**config.mk**
```make
export PLATFORM = sky130hd
export DESIGN_NAME = sobel_window_buffer
export DESIGN_NICKNAME = d
export VERILOG_FILES = /design/src/rtl/sobel_window_buffer_pkg.sv /design/src/rtl/sobel_window_buffer_line_delay.sv /design/src/rtl/sobel_window_buffer.sv
export SDC_FILE = /design/constraint.sdc
export NUM_CORES = 1
export LEC_CHECK = 0
export CAP_MARGIN = 20
export CORE_MARGIN = 2
export CORE_UTILIZATION = 25
export CTS_BUF_LIST = sky130_fd_sc_hd__clkbuf_16
export DETAILED_ROUTE_END_ITERATION = 8
export GPL_TIMING_DRIVEN = 0
export HOLD_SLACK_MARGIN = 0.02
export PLACE_DENSITY = 0.4
export SYNTH_ARGS = -nofsm -noshare
export SYNTH_HDL_FRONTEND = slang
export SYNTH_HIERARCHICAL = 1
export SYNTH_SLANG_ARGS = --single-unit
```
**constraint.sdc**
```tcl
create_clock -name clk_i -period 3.8 [get_ports clk_i]
set_clock_uncertainty 0.2 [all_clocks]
set_input_delay 0.38 -clock clk_i [delete_from_list [all_inputs] [get_ports clk_i]]
set_output_delay 0.38 -clock clk_i [all_outputs]
set_load 0.02 [all_outputs]
```
**src/rtl/sobel_window_buffer_pkg.sv**
```systemverilog
// Shared types and constants for the gray/Sobel window buffer slice.
package sobel_window_buffer_pkg;

    localparam int MAX_PIXEL_BITS = 8;
    localparam int DEF_IMG_WIDTH  = 8;
    localparam int DEF_IMG_HEIGHT = 8;

    typedef enum logic [1:0] {
        IDLE   = 2'd0,
        FILL   = 2'd1,
        STREAM = 2'd2,
        DONE   = 2'd3
    } win_state_t;

    typedef logic [MAX_PIXEL_BITS-1:0] pixel_t;

    function automatic logic is_active(input win_state_t state);
        return (state == FILL) || (state == STREAM);
    endfunction

endpackage

```
**src/rtl/sobel_window_buffer_line_delay.sv**
```systemverilog
// Fixed-length shift register used as a one-line pixel delay.
module sobel_window_buffer_line_delay #(
    parameter int DEPTH = 8,
    parameter int WIDTH = 8
) (
    input  logic             clk,
    input  logic             rst,
    input  logic             shift_en,
    input  logic [WIDTH-1:0] din,
    output logic [WIDTH-1:0] dout
);

    logic [WIDTH-1:0] mem_r [DEPTH];

    // Shift one entry per enabled cycle; oldest entry falls out of the far end.
    always_ff @(posedge clk or posedge rst) begin
        if (rst) begin
            for (int i = 0; i < DEPTH; i++) begin
                mem_r[i] <= '0;
            end
        end else if (shift_en) begin
            mem_r[0] <= din;
            for (int i = 1; i < DEPTH; i++) begin
                mem_r[i] <= mem_r[i-1];
            end
        end
    end

    assign dout = mem_r[DEPTH-1];

endmodule

```
**src/rtl/sobel_window_buffer.sv**
```systemverilog
// Turns a raster gray-pixel stream into 3x3 neighbourhood windows for the Sobel kernel.
module sobel_window_buffer
    import sobel_window_buffer_pkg::*;
#(
    parameter int IMG_WIDTH  = DEF_IMG_WIDTH,
    parameter int IMG_HEIGHT = DEF_IMG_HEIGHT
) (
    input  logic                        clk_i,
    input  logic                        reset_i,
    input  logic                        start_i,
    input  logic                        px_rdy_i,
    input  logic [MAX_PIXEL_BITS-1:0]   in_pixel_i,
    output logic [9*MAX_PIXEL_BITS-1:0] window_o,
    output logic                        window_vld_o,
    output logic                        frame_done_o,
    output logic                        busy_o
);

    localparam int B     = MAX_PIXEL_BITS;
    localparam int COL_W = $clog2(IMG_WIDTH);
    localparam int ROW_W = $clog2(IMG_HEIGHT);

    localparam logic [COL_W-1:0] COL_LAST = COL_W'(IMG_WIDTH - 1);
    localparam logic [COL_W-1:0] COL_TWO  = COL_W'(2);
    localparam logic [COL_W-1:0] COL_ONE  = COL_W'(1);
    localparam logic [ROW_W-1:0] ROW_LAST = ROW_W'(IMG_HEIGHT - 1);
    localparam logic [ROW_W-1:0] ROW_TWO  = ROW_W'(2);
    localparam logic [ROW_W-1:0] ROW_ONE  = ROW_W'(1);

    win_state_t       state_r;
    win_state_t       state_next_s;
    logic [COL_W-1:0] col_cnt_r;
    logic [ROW_W-1:0] row_cnt_r;

    logic             accept_s;
    logic             last_in_row_s;
    logic             last_in_frame_s;
    logic             interior_s;
    logic             busy_next_s;
    logic             frame_done_next_s;

    pixel_t           lb0_out_s;
    pixel_t           lb1_out_s;
    // Columns c-2 (index 1) and c-1 (index 0); column c is the live tap of each row.
    pixel_t           top_r [2];
    pixel_t           mid_r [2];
    pixel_t           bot_r [2];

    logic [9*B-1:0]   window_next_s;
    logic [9*B-1:0]   window_r;
    logic             window_vld_r;
    logic             frame_done_r;
    logic             busy_r;

    // Acceptance qualifiers and position decodes for the pixel on the bus.
    always_comb begin
        accept_s        = px_rdy_i && is_active(state_r) && !start_i;
        last_in_row_s   = (col_cnt_r == COL_LAST);
        last_in_frame_s = last_in_row_s && (row_cnt_r == ROW_LAST);
        interior_s      = (row_cnt_r >= ROW_TWO) && (col_cnt_r >= COL_TWO);
    end

    // Frame state register.
    always_ff @(posedge clk_i or posedge reset_i) begin
        if (reset_i) begin
            state_r <= IDLE;
        end else begin
            state_r <= state_next_s;
        end
    end

    // Next-state logic; a start pulse always restarts the frame in FILL.
    always_comb begin
        state_next_s = state_r;
        case (state_r)
            IDLE: begin
                if (start_i) begin
                    state_next_s = FILL;
                end else begin
                    state_next_s = IDLE;
                end
            end
            FILL: begin
                if (start_i) begin
                    state_next_s = FILL;
                end else if (accept_s && last_in_row_s && (row_cnt_r == ROW_ONE)) begin
                    state_next_s = STREAM;
                end else begin
                    state_next_s = FILL;
                end
            end
            STREAM: begin
                if (start_i) begin
                    state_next_s = FILL;
                end else if (accept_s && last_in_frame_s) begin
                    state_next_s = DONE;
                end else begin
                    state_next_s = STREAM;
                end
            end
            DONE: begin
                if (start_i) begin
                    state_next_s = FILL;
                end else begin
                    state_next_s = IDLE;
                end
            end
            default: begin
                state_next_s = IDLE;
            end
        endcase
    end

    // Status outputs decoded from the next state so they can be registered.
    always_comb begin
        busy_next_s       = is_active(state_next_s);
        frame_done_next_s = (state_next_s == DONE);
    end

    // Registered status outputs, aligned with the state register.
    always_ff @(posedge clk_i or posedge reset_i) begin
        if (reset_i) begin
            busy_r       <= 1'b0;
            frame_done_r <= 1'b0;
        end else begin
            busy_r       <= busy_next_s;
            frame_done_r <= frame_done_next_s;
        end
    end

    // Raster position counters with explicit wrap.
    always_ff @(posedge clk_i or posedge reset_i) begin
        if (reset_i) begin
            col_cnt_r <= '0;
            row_cnt_r <= '0;
        end else if (start_i) begin
            col_cnt_r <= '0;
            row_cnt_r <= '0;
        end else if (accept_s) begin
            if (last_in_row_s) begin
                col_cnt_r <= '0;
                if (row_cnt_r == ROW_LAST) begin
                    row_cnt_r <= '0;
                end else begin
                    row_cnt_r <= row_cnt_r + ROW_W'(1);
                end
            end else begin
                col_cnt_r <= col_cnt_r + COL_ONE;
            end
        end
    end

    sobel_window_buffer_line_delay #(
        .DEPTH (IMG_WIDTH),
        .WIDTH (B)
    ) u_lb1 (
        .clk      (clk_i),
        .rst      (reset_i),
        .shift_en (accept_s),
        .din      (in_pixel_i),
        .dout     (lb1_out_s)
    );

    sobel_window_buffer_line_delay #(
        .DEPTH (IMG_WIDTH),
        .WIDTH (B)
    ) u_lb0 (
        .clk      (clk_i),
        .rst      (reset_i),
        .shift_en (accept_s),
        .din      (lb1_out_s),
        .dout     (lb0_out_s)
    );

    // Column history for the three window rows.
    always_ff @(posedge clk_i or posedge reset_i) begin
        if (reset_i) begin
            for (int i = 0; i < 2; i++) begin
                top_r[i] <= '0;
                mid_r[i] <= '0;
                bot_r[i] <= '0;
            end
        end else if (accept_s) begin
            top_r[1] <= top_r[0];
            mid_r[1] <= mid_r[0];
            bot_r[1] <= bot_r[0];
            top_r[0] <= lb0_out_s;
            mid_r[0] <= lb1_out_s;
            bot_r[0] <= in_pixel_i;
        end
    end

    // Assemble the window; w[0] is top-left, w[8] is the incoming pixel.
    always_comb begin
        window_next_s          = '0;
        window_next_s[0*B +: B] = top_r[1];
        window_next_s[1*B +: B] = top_r[0];
        window_next_s[2*B +: B] = lb0_out_s;
        window_next_s[3*B +: B] = mid_r[1];
        window_next_s[4*B +: B] = mid_r[0];
        window_next_s[5*B +: B] = lb1_out_s;
        window_next_s[6*B +: B] = bot_r[1];
        window_next_s[7*B +: B] = bot_r[0];
        window_next_s[8*B +: B] = in_pixel_i;
    end

    // Window register holds until the next interior pixel is accepted.
    always_ff @(posedge clk_i or posedge reset_i) begin
        if (reset_i) begin
            window_r     <= '0;
            window_vld_r <= 1'b0;
        end else begin
            window_vld_r <= accept_s && interior_s;
            if (accept_s && interior_s) begin
                window_r <= window_next_s;
            end
        end
    end

    assign window_o     = window_r;
    assign window_vld_o = window_vld_r;
    assign frame_done_o = frame_done_r;
    assign busy_o       = busy_r;

endmodule

```
# Word level (Yosys, flattened, before mapping)
# Cells that the tools add are included.
totals:
  input_bits: 12
  reg_bits: 227
  output_inout_bits: 75
  word_cells: 67
op_classes:
  order_cmp: 2
  n_reduce_logical: 16
  n_mux: 13
  n_eq_ne: 9
  add_sub_neg: 2
ops:
  columns: ["operator", "count"]
  rows:
  - ["$mux W3", 7]
  - ["$eq A2 B2 Y1 const B", 4]
  - ["$logic_and A1 B1 Y1", 8]
  - ["$add A3 B1 Y3 const B", 2]
  - ["$eq A3 B3 Y1 const B", 2]
  - ["$ge A3 B2 Y1 const B", 2]
  - ["$mux W2", 3]
  - ["$pmux W2 S3", 1]
  - ["$eq A2 B1 Y1 const B", 2]
  - ["$reduce_bool A2 Y1", 2]
  - ["$eq A3 B1 Y1 const B", 1]
  - ["$logic_not A2 Y1", 1]
  - ["$logic_or A1 B1 Y1", 2]
  - ["$mux W1", 2]
  - ["$reduce_and A2 Y1", 1]
  - ["$reduce_or A2 Y1", 1]
  - ["$logic_not A1 Y1", 1]

# Longest topological paths before layout
# Gate-level depths: netlist of run 1.
logic_depth:
  depth_word: 11
  ltp_mapped: 9
  ltp_nobuf: 6

# By module
# The synthesis of run 1 kept the hierarchy.
by_module_without_submodules:
  columns: ["mod", "cells_per_inst", "seq_area_each_um2", "area_per_inst_um2", "instances"]
  rows:
  - ["sobel_window_buffer_line_delay", 144, 1601.5, 2742.6, 2]
  - ["sobel_window_buffer", 312, 3278.1, 5429.0, 1]

# Worst setup path before layout of run 1
# No wires, ideal clock.
synth_path:
  path_type: "reg-to-reg"
  start: "register state_r[0]"
  end: "register u_lb0.mem_r (netlist bit u_lb0/dout[0])"
  period_less_slack_ps: 2492
  arrival_time_ps: 2167
  setup_ps: 125
  setup_slack_ps: 1308
  stages_incl_launch_ff: 10
  required_time_ps: 3475
  path_cell_list: "dfrtp_1 -> inv_1 -> ha_1 -> or3b_1 -> buf_6 -> clkbuf_1 -> inv_1 -> buf_6 -> buf_12 -> mux2_4"
synth_via:
  elab_chain_len: 4
  word_cells_on_any_way: 5
  cone_classes: "eq/ne (2); reduce/logical (3)"
synth_lines:
  columns: ["element", "line", "text"]
  rows:
  - ["from (decl)", "sobel_window_buffer.sv:30", "win_state_t state_r;"]
  - ["from (signal assigned)", "sobel_window_buffer.sv:68", "state_r <= state_next_s;"]
  - ["$eq A2 B1 Y1 or $eq A2 B2 Y1 (tied branches)", "sobel_window_buffer_pkg.sv:18", "return (state == FILL) || (state == STREAM);"]
  - ["$logic_or A1 B1 Y1 *", "sobel_window_buffer_pkg.sv:18", null]
  - ["$logic_and A1 B1 Y1 * (2 in a row)", "sobel_window_buffer.sv:57", "accept_s = px_rdy_i && is_active(state_r) && !start_i;"]
  - ["net accept_s", "sobel_window_buffer.sv:35", "logic accept_s;"]
  - ["to (signal, indexed assignment)", "sobel_window_buffer_line_delay.sv:24", "mem_r[i] <= mem_r[i-1];"]
  - ["to (decl)", "sobel_window_buffer_line_delay.sv:13", "logic [WIDTH-1:0] mem_r [DEPTH];"]
# The timed path passes the listed nets; every way through them passes the cells marked *.
# A chain may end at the register's enable or synchronous reset.

# Final worst setup path of run 1
layout_path:
  start: "register state_r[0]"
  end: "register u_lb1/mem_r[62] in the netlist's numbering"
layout_via:
  elab_chain_len: 4
  word_cells_on_any_way: 5
  cone_classes: "eq/ne (2); reduce/logical (3)"
layout_lines:
  columns: ["element", "line"]
  rows:
  - ["$eq A2 B1 Y1 or $eq A2 B2 Y1 (tied branches)", "sobel_window_buffer_pkg.sv:18"]
  - ["$logic_or A1 B1 Y1 *", "sobel_window_buffer_pkg.sv:18"]
  - ["$logic_and A1 B1 Y1 * (2 in a row)", "sobel_window_buffer.sv:57"]
  - ["net accept_s", "sobel_window_buffer.sv:35"]
  - ["to (signal, indexed assignment)", "sobel_window_buffer_line_delay.sv:24"]
  - ["to (decl)", "sobel_window_buffer_line_delay.sv:13"]
# Marks and branches as above.

==> results of run 1 <==
## registers in the layout, indices dropped and copies added (netlist names)
name	cells
frame_done_o	1
u_lb0/mem_r	56
col_cnt_r	3
busy_o	1
state_r	2
u_lb1/dout	8
bot_r	16
top_r	16
u_lb0/dout	8
window_vld_o	1
row_cnt_r	3
window_o	72
mid_r	16
u_lb1/mem_r	56
## path summary, 6_finish.rpt
| kind | from | slack (ps) | to | cells after the start |
|---|---|---|---|---|
| worst max-delay path | state_r[0] | 900 | u_lb1/mem_r[62] | 9 |
| worst min-delay path | reset_i | 140 | u_lb0/mem_r[57] | 2 |
| worst max register to register | state_r[0] | 900 | u_lb1/mem_r[62] | 9 |
| worst min register to register | u_lb0/mem_r[55] | 300 | u_lb0/mem_r[47] | 1 |
| max in group asynchronous | reset_i | 2260 | top_r[8] | 4 |
| min in group clk_i | u_lb0/mem_r[55] | 300 | u_lb0/mem_r[47] | 1 |
## layer usage
metal,global-route usage,vias up,part of all wire
met5,0,-,0
met4,0.0224,0,0.020
met3,0.0269,35,0.055
met2,0.161,96,0.47
met1,0.131,2681,0.46
li1,-,2342,-
## power groups by stage
stage	clock network [mW]	registers [mW]	logic (mW)
after floorplan	0	3.80	1.42
after global placement	0	3.92	1.63
after detailed placement	0	3.96	1.68
after CTS	3.00	3.91	1.70
after global routing	3.11	4.00	1.79
final	2.88	3.89	1.66
## logic make-up after synthesis
family	after synthesis
buffers and inverters	55
adder cells (fa/ha/maj)	10
AND/OR/NAND/NOR	17
AO/OA/AOI/OAI	7
multiplexers	252
flip-flops	259
## layout make-up
cell class / instances / share of cell area
buffer: 46 / 0.0432
clock buffer: 31 / 0.0570
clock inverter: 25 / 0.0156
inverter: 9 / 0.00276
multi-input combinational: 286 / 0.280
sequential: 259 / 0.477
tap: 585 / 0.0538
timing repair buffer: 91 / 0.0707
## worst max-delay path: stages, from the launching register on
cell,delay [ps]
dfrtp_1,360
inv_1,60
ha_1,350
or3b_1,410
buf_6,150
clkbuf_1,310
inv_1,210
buf_6,220
buf_12,180
mux2_4,310
## cells in the mapped netlist (2+ instances only)
cell type	instances	area share
dfrtp_1	259	0.59
mux2_4	189	0.26
mux2_2	59	0.061
buf_12	20	0.037
buf_4	16	0.011
ha_1	10	0.011
inv_1	9	0.0031
nor2_1	9	0.0031
clkbuf_1	6	0.0021
buf_6	4	0.0041
mux2i_1	4	0.0037
a211oi_1	2	0.0014
a21oi_1	2	0.00092
nor3_1	2	0.00092
## timing repair
item / 4_1_cts / 5_1_grt
setup endpoints to repair: 0 / 0
setup buffers: 0 / 0
hold buffers: 1 / 0
endpoints found under the hold margin: 8 / 0
==> impl_metrics.env, run 1 <==
export IMPL_outcome="complete, no violations"
export IMPL_ys_warnings_count=6
export IMPL_tritoncts="built"
export IMPL_antenna_cells=0
export IMPL_critPathMaxFanout=10
export IMPL_drive_above_1_share=0.458
export IMPL_num_io_pins=87
export IMPL_hpwl_um=15100
export IMPL_vias_per_cell=3.87
export IMPL_cts_buffers=30
export IMPL_setup_ws_ps=905
export IMPL_start_util=0.253
export IMPL_ir_worst_vdd_mv=0.323
export IMPL_dpl_cell_area_um2=12600
export IMPL_total_power_mw=8.43
export IMPL_first_pass_iters=4
export IMPL_critPathKind="register to register"
export IMPL_clock_path_buffers=3
export IMPL_clkTransAtPathRegs_ps=60
export IMPL_relSlewSlack=0.424
export IMPL_wl_per_cell_um=16.2
export IMPL_synth_top_family_by_area="multiplexers"
export IMPL_setup_viol=0
export IMPL_startpoint_type="register"
export IMPL_sequentialPowerShare=0.461
export IMPL_synth_edff_count=0
export IMPL_min_path_type="input port to async pin"
export IMPL_stdcell_area_um2=13600
export IMPL_htreeDepth=1
export IMPL_yosysSeqAreaShare=0.594
export IMPL_worstPathArrival_ps=3130
export IMPL_ys_seq_elements=259
export IMPL_slew_viol_final=0
export IMPL_synth_compound_area_frac=0.00413
export IMPL_io_buffer_count=85
export IMPL_syn_area_um2=10900
export IMPL_grt_pass1_wl_um=35000
export IMPL_dr_first_iter_drc_count=153
export IMPL_syn_avg_cell_area_um2=18.2
export IMPL_utilization=0.316
export IMPL_synth_simple_area_share=0.00906
export IMPL_antenna_found_initial=0
export IMPL_clock_sinks=259
export IMPL_power_density_nw_per_um2=620
export IMPL_grt_max_degree=43
export IMPL_switchingPower_mw=2.09
export IMPL_die_w_um=213
export IMPL_ant_nets=0
export IMPL_final_common_cell="dfrtp_1"
export IMPL_dpl_worst_slack_ps=748
export IMPL_whs_ps=135
export IMPL_cp_required_ps=4040
export IMPL_n_fill_cell=4179
export IMPL_chipHeight_um=213
export IMPL_synth_fa_ha_area_frac=0.0115
export IMPL_synth_xor_area_share=0
export IMPL_p_comb_frac=0.197
export IMPL_fin_cells=1332
export IMPL_synthMuxAreaShare=0.325
export IMPL_wirelength_um=21600
export IMPL_syn_nets=622
export IMPL_drc=0
export IMPL_dp_cells=1275
export IMPL_dieArea_um2=45300
export IMPL_final_cell_mix="259 x dfrtp_1, 189 x mux2_4, 85 x clkdlybuf4s50_1, 59 x mux2_2, 31 x clkbuf_16"
export IMPL_cts_repair_resized=0
export IMPL_clk_latency_ps=560
export IMPL_hold_viol_final=0
export IMPL_ff_latch_area_um2=6480
export IMPL_grt_pass1_vias=5747
export IMPL_place_congestion=0.718
export IMPL_vias=5154
export IMPL_p_clk_frac=0.342
export IMPL_setup_tns_ps=0
export IMPL_synthFlopType="dfrtp_1"
export IMPL_tightest_slew_ps=862
export IMPL_synthDistinctLibCells=23
export IMPL_cts_root_buf="clkbuf_16"
export IMPL_fmax_ghz=0.345
export IMPL_async_flop_share=1.00
export IMPL_multi_input_area_um2=3810
export IMPL_fin_crit_ps=2900
export IMPL_leakage_nw=6.31
export IMPL_coreArea_um2=43100
export IMPL_fin_crit_sh=0.762
export IMPL_rsz0062_at_grt="false"
export IMPL_grt_ovfl_total=0
export IMPL_intPower_mw=6.35
export IMPL_endpoint_kind="register"
export IMPL_nets=745
export IMPL_swShare=0.247
export IMPL_timing_max_cap_violations=0
export IMPL_rows=76
export IMPL_syn_inst=600
export IMPL_grtUsageTotal=0.0990
export IMPL_syn2layout_area_growth_pct=24.6
No activity file was read; power rests on OpenSTA's default activity.
==> inputs of run 2 (changes only) <==
--- a/config.mk
+++ b/config.mk
@@ -12,7 +12,7 @@
 export DETAILED_ROUTE_END_ITERATION = 8
 export GPL_TIMING_DRIVEN = 0
 export HOLD_SLACK_MARGIN = 0.02
-export PLACE_DENSITY = 0.4
+export PLACE_DENSITY = 0.39
 export SYNTH_ARGS = -nofsm -noshare
 export SYNTH_HDL_FRONTEND = slang
 export SYNTH_HIERARCHICAL = 1
==> constraint.sdc (replaced) <==
create_clock -name clk_i -period 2.69 [get_ports clk_i]
set_clock_uncertainty 0.2 [all_clocks]
set_input_delay 0.269 -clock clk_i [delete_from_list [all_inputs] [get_ports clk_i]]
set_output_delay 0.269 -clock clk_i [all_outputs]
set_load 0.02 [all_outputs]
==> run 2 against run 1 <==
Critical path type unchanged. Flip-flop and latch count did not move. Largest cell class unchanged. First-iteration DRC count up 15%. Clock power rose by 34%. Non-clock buffer count stayed put.
==> impl_metrics.env, run 2 (synthesis gave the netlist of run 1 again) <==
export IMPL_timing_max_cap_violations=0
export IMPL_clock_sinks=259
export IMPL_cts_repair_resized=0
export IMPL_io_buffer_count=85
export IMPL_tightest_slew_ps=822
export IMPL_critPathMaxFanout=16
export IMPL_setup_viol=0
export IMPL_final_cell_mix="259 x dfrtp_1, 189 x mux2_4, 85 x clkdlybuf4s50_1, 59 x mux2_2, 31 x clkbuf_16"
export IMPL_rows=76
export IMPL_chipHeight_um=213
export IMPL_clk_latency_ps=550
export IMPL_fmax_ghz=0.392
export IMPL_n_fill_cell=4191
export IMPL_stdcell_area_um2=13500
export IMPL_place_congestion=0.740
export IMPL_drive_above_1_share=0.452
export IMPL_utilization=0.314
export IMPL_dpl_cell_area_um2=12600
export IMPL_swShare=0.251
export IMPL_first_pass_iters=4
export IMPL_endpoint_kind="register"
export IMPL_p_clk_frac=0.328
export IMPL_cts_root_buf="clkbuf_16"
export IMPL_num_io_pins=87
export IMPL_ant_nets=0
export IMPL_start_util=0.253
export IMPL_min_path_type="input port to async pin"
export IMPL_hpwl_um=15300
export IMPL_clock_path_buffers=3
export IMPL_switchingPower_mw=2.94
export IMPL_clkTransAtPathRegs_ps=60
export IMPL_fin_crit_sh=0.948
export IMPL_final_common_cell="dfrtp_1"
export IMPL_startpoint_type="register"
export IMPL_largest_reg_flops=72
export IMPL_fin_crit_ps=2550
export IMPL_ir_worst_vdd_mv=0.386
export IMPL_intPower_mw=8.77
export IMPL_cts_buffers=30
export IMPL_whs_ps=28.7
export IMPL_grt_pass1_wl_um=35200
export IMPL_drc=0
export IMPL_wl_per_cell_um=16.5
export IMPL_coreArea_um2=43100
export IMPL_relSlewSlack=0.452
export IMPL_power_density_nw_per_um2=865
export IMPL_nets=745
export IMPL_critPathKind="register to register"
export IMPL_antenna_cells=0
export IMPL_wirelength_um=21900
export IMPL_grtUsageTotal=0.100
export IMPL_vias=5136
export IMPL_tritoncts="built"
export IMPL_grt_pass1_vias=5873
export IMPL_total_power_mw=11.7
export IMPL_sequentialPowerShare=0.471
export IMPL_slew_viol_final=0
export IMPL_grt_ovfl_total=0
export IMPL_syn2layout_area_growth_pct=24.1
export IMPL_htreeDepth=1
export IMPL_dr_first_iter_drc_count=176
export IMPL_antenna_found_initial=0
export IMPL_grt_max_degree=41
export IMPL_leakage_nw=6.29
export IMPL_rsz0062_at_grt="false"
export IMPL_setup_tns_ps=0
export IMPL_p_comb_frac=0.201
export IMPL_dieArea_um2=45300
export IMPL_cp_required_ps=2920
export IMPL_hold_viol_final=0
export IMPL_outcome="complete, no violations"
export IMPL_vias_per_cell=3.86
export IMPL_die_w_um=213
export IMPL_worstPathArrival_ps=2780
-- run 2: cell types whose count changed in the layout (fill, tap and decap cells not counted), sizes merged --
cell,before,now
inv,11,15
clkinv,18,15
bufinv,4,2
buf,45,46
clkbuf,37,36
-- run 2: through the flow --
| stage | instances | setup slack (ps) |
|---|---|---|
| after global placement | 1270 | -711 |
| after detailed placement | 1275 | -269 |
| after CTS | 1330 | 102 |
| after global routing | 1331 | 6.08 |
| after floorplan | 600 | 198 |
| final | 1331 | 139 |
-- run 2: path summary, 6_finish.rpt --
path	startpoint	end	slack, ps	depth (start not counted)
worst max-delay path	state_r[0]	window_o[43]	140	8
worst min-delay path	reset_i	u_lb1/dout[7]	30	2
worst max register to register	state_r[0]	window_o[43]	140	8
worst min register to register	u_lb1/mem_r[15]	u_lb1/dout[7]	300	1
max in group asynchronous	reset_i	window_o[4]	1340	4
min in group clk_i	in_pixel_i[5]	u_lb1/mem_r[61]	250	2
-- run 2: final cells by class --
cell class,count,area [µm²],area share
multi-input cells,286,3810,0.281
well taps,585,732,0.0541
repair buffers,92,968,0.0715
clock inverters,24,150,0.0111
plain buffers,45,584,0.0432
flip-flops and latches,259,6480,0.479
clock buffers,31,776,0.0573
inverters,9,37.5,0.00277
-- run 2: routing by layer --
| metal | vias to the layer above | wire, µm | track usage |
|---|---|---|---|
| li1 | 2348 | - | - |
| met1 | 2663 | 10300 | 0.135 |
| met2 | 92 | 10100 | 0.160 |
| met3 | 33 | 883 | 0.0231 |
| met4 | 0 | 570 | 0.0289 |
| met5 | - | 0 | 0 |
-- run 2: repair_timing --
| item | CTS | global route |
|---|---|---|
| hold buffers | 1 | 0 |
| setup buffers | 0 | 1 |
| hold endpoints to repair | 8 | 0 |
| endpoints found under the setup margin | 129 | 1 |
-- run 2: worst max-delay path: stages (launching register included) --
cell and delay (ps):
dfrtp_1 350, inv_1 50, ha_1 340, or3b_1 410, buf_6 180, nor3_4 220
buf_12 190, buf_12 170, mux2_4 310
-- run 2: power groups by stage --
stage | combinational (mW) | sequential [mW] | clock, mW
after global placement | 2.32 | 5.54 | 0
after CTS | 2.42 | 5.53 | 4.00
after global routing | 2.53 | 5.66 | 4.15
after detailed placement | 2.40 | 5.59 | 0
after floorplan | 2.01 | 5.37 | 0
final | 2.35 | 5.51 | 3.85
==> inputs of run 3 (changes only) <==
--- a/config.mk
+++ b/config.mk
@@ -9,10 +9,12 @@
 export CORE_MARGIN = 2
 export CORE_UTILIZATION = 25
 export CTS_BUF_LIST = sky130_fd_sc_hd__clkbuf_16
+export CTS_CLUSTER_SIZE = 25
 export DETAILED_ROUTE_END_ITERATION = 8
+export DONT_BUFFER_PORTS = 1
 export GPL_TIMING_DRIVEN = 0
 export HOLD_SLACK_MARGIN = 0.02
-export PLACE_DENSITY = 0.39
+export PLACE_DENSITY = 0.36
 export SYNTH_ARGS = -nofsm -noshare
 export SYNTH_HDL_FRONTEND = slang
 export SYNTH_HIERARCHICAL = 1
==> constraint.sdc (replaced) <==
create_clock -name clk_i -period 3.14 [get_ports clk_i]
set_clock_uncertainty 0.2 [all_clocks]
set_input_delay 0.314 -clock clk_i [delete_from_list [all_inputs] [get_ports clk_i]]
set_output_delay 0.314 -clock clk_i [all_outputs]
set_load 0.02 [all_outputs]
==> run 3 against run 2 <==
Maximum frequency down 12%. Final cell count down 5.6%. Clock power down 9.9%. Power down 13%. Routed wire length down 1.1%. Combinational power down 16%. Non-clock buffer count down 75. Via count down 6.2%. Sequential share of layout area up 2.6 points. Utilization down 1.6 points. Sequential power down 14%. Die area unchanged. Critical endpoint is now u_lb1/mem_r[56]. Largest cell class unchanged.
==> impl_metrics.env, run 3 (synthesis gave the netlist of run 1 again) <==
export IMPL_chipHeight_um=213
export IMPL_clkTransAtPathRegs_ps=60
export IMPL_die_w_um=213
export IMPL_switchingPower_mw=2.52
export IMPL_swShare=0.248
export IMPL_critPathKind="register to register"
export IMPL_relSlewSlack=0.495
export IMPL_tritoncts="built"
export IMPL_drc=0
export IMPL_grtUsageTotal=0.0990
export IMPL_slew_viol_final=0
export IMPL_total_power_mw=10.2
export IMPL_outcome="complete, no violations"
export IMPL_largest_reg_flops=72
export IMPL_fin_crit_sh=0.919
export IMPL_critPathMaxFanout=10
export IMPL_power_density_nw_per_um2=793
export IMPL_n_fill_cell=4249
export IMPL_grt_max_degree=43
export IMPL_fmax_ghz=0.347
export IMPL_grt_pass1_vias=5431
export IMPL_ir_worst_vdd_mv=0.317
export IMPL_wl_per_cell_um=17.2
export IMPL_cts_repair_resized=0
export IMPL_dieArea_um2=45300
export IMPL_syn2layout_area_growth_pct=17.7
export IMPL_rsz0062_at_grt="false"
export IMPL_coreArea_um2=43100
export IMPL_place_congestion=0.703
export IMPL_rows=76
export IMPL_clock_sinks=259
export IMPL_cts_root_buf="clkbuf_16"
export IMPL_first_pass_iters=4
export IMPL_final_common_cell="dfrtp_1"
export IMPL_antenna_found_initial=1
export IMPL_setup_viol=0
export IMPL_cts_buffers=31
export IMPL_vias=4820
export IMPL_io_buffer_count=0
export IMPL_tightest_slew_ps=757
export IMPL_cp_required_ps=3380
export IMPL_nets=671
export IMPL_start_util=0.253
export IMPL_dr_first_iter_drc_count=153
export IMPL_num_io_pins=87
export IMPL_intPower_mw=7.66
export IMPL_sequentialPowerShare=0.465
export IMPL_setup_ws_ps=255
export IMPL_endpoint_kind="register"
export IMPL_dpl_cell_area_um2=11800
export IMPL_dpl_worst_slack_ps=179
export IMPL_leakage_nw=6.07
export IMPL_grt_ovfl_total=0
export IMPL_timing_max_cap_violations=0
export IMPL_fin_crit_ps=2890
export IMPL_clk_latency_ps=560
export IMPL_ant_nets=0
export IMPL_hold_viol_final=0
export IMPL_hpwl_um=15000
export IMPL_setup_tns_ps=0
export IMPL_drive_above_1_share=0.502
export IMPL_vias_per_cell=3.83
export IMPL_whs_ps=81.0
export IMPL_min_path_type="input port to register"
export IMPL_wirelength_um=21600
export IMPL_worstPathArrival_ps=3130
export IMPL_grt_pass1_wl_um=34300
export IMPL_p_clk_frac=0.341
export IMPL_final_cell_mix="259 x dfrtp_1, 189 x mux2_4, 59 x mux2_2, 31 x clkbuf_16, 25 x buf_12"
export IMPL_startpoint_type="register"
export IMPL_clock_path_buffers=3
export IMPL_htreeDepth=1
export IMPL_stdcell_area_um2=12800
export IMPL_p_comb_frac=0.194
## run 3: cell types whose count changed in the layout (fill, tap and decap cells not counted), sizes merged
cell,previous run,this run
buf,46,45
bufinv,2,4
clkbuf,36,37
clkdlybuf4s50,85,0
clkinv,15,7
clkinvlp,1,2
diode,0,1
dlygate4sd3,1,11
inv,15,20
## run 3: routing by layer
metal | track usage | up-vias | routed length (µm)
li1 | - | 2200 | -
met1 | 0.124 | 2490 | 9370
met2 | 0.160 | 96 | 10200
met3 | 0.0362 | 34 | 1530
met4 | 0.0277 | 0 | 541
met5 | 0 | - | 0
## run 3: per-stage QoR
step,std cells,utilization
floorplan,600,-
global placement,1185,0.270
detailed placement,1190,0.273
CTS,1256,0.298
global route,1257,0.298
finish,1257,0.298
## run 3: path summary, 6_finish.rpt
path	cells past startpoint	end	start	slack, ps
max	9	u_lb1/mem_r[56]	state_r[0]	250
min	4	row_cnt_r[1]	px_rdy_i	80
max reg2reg	9	u_lb1/mem_r[56]	state_r[0]	250
min reg2reg	1	window_o[28]	mid_r[4]	300
max in group asynchronous	3	top_r[1]	reset_i	1850
min in group asynchronous	2	u_lb1/mem_r[15]	reset_i	180
## run 3: power groups by stage
stage | combinational (mW) | sequential [mW] | clock (mW)
after floorplan | 1.72 | 4.60 | 0
after global placement | 1.93 | 4.78 | 0
after detailed placement | 1.99 | 4.81 | 0
after CTS | 2.03 | 4.76 | 3.62
after global routing | 2.13 | 4.86 | 3.77
final | 1.97 | 4.74 | 3.47
## run 3: cell type report
type	instances	area, µm²	area share
flip-flops and latches	259	6480	0.505
multi-input cells	286	3810	0.297
clock buffers	31	776	0.0604
well taps	585	732	0.0570
plain buffers	46	588	0.0458
repair buffers	16	210	0.0164
clock inverters	24	208	0.0162
inverters	9	37.5	0.00292
diodes	1	2.50	0.000195
## run 3: critical path, cell delays in order, from the launching register on
cell	delay (ps)
dfrtp_1	350
inv_1	50
ha_1	330
or3b_1	410
buf_6	150
clkbuf_1	290
inv_1	240
buf_6	240
buf_12	180
mux2_4	300
## run 3: repair_timing
| item | in CTS | in global routing |
|---|---|---|
| hold buffers | 11 | 0 |
| endpoints found under the setup margin | 0 | 0 |
| setup buffers | 0 | 0 |
| endpoints found under the hold margin | 261 | 0 |
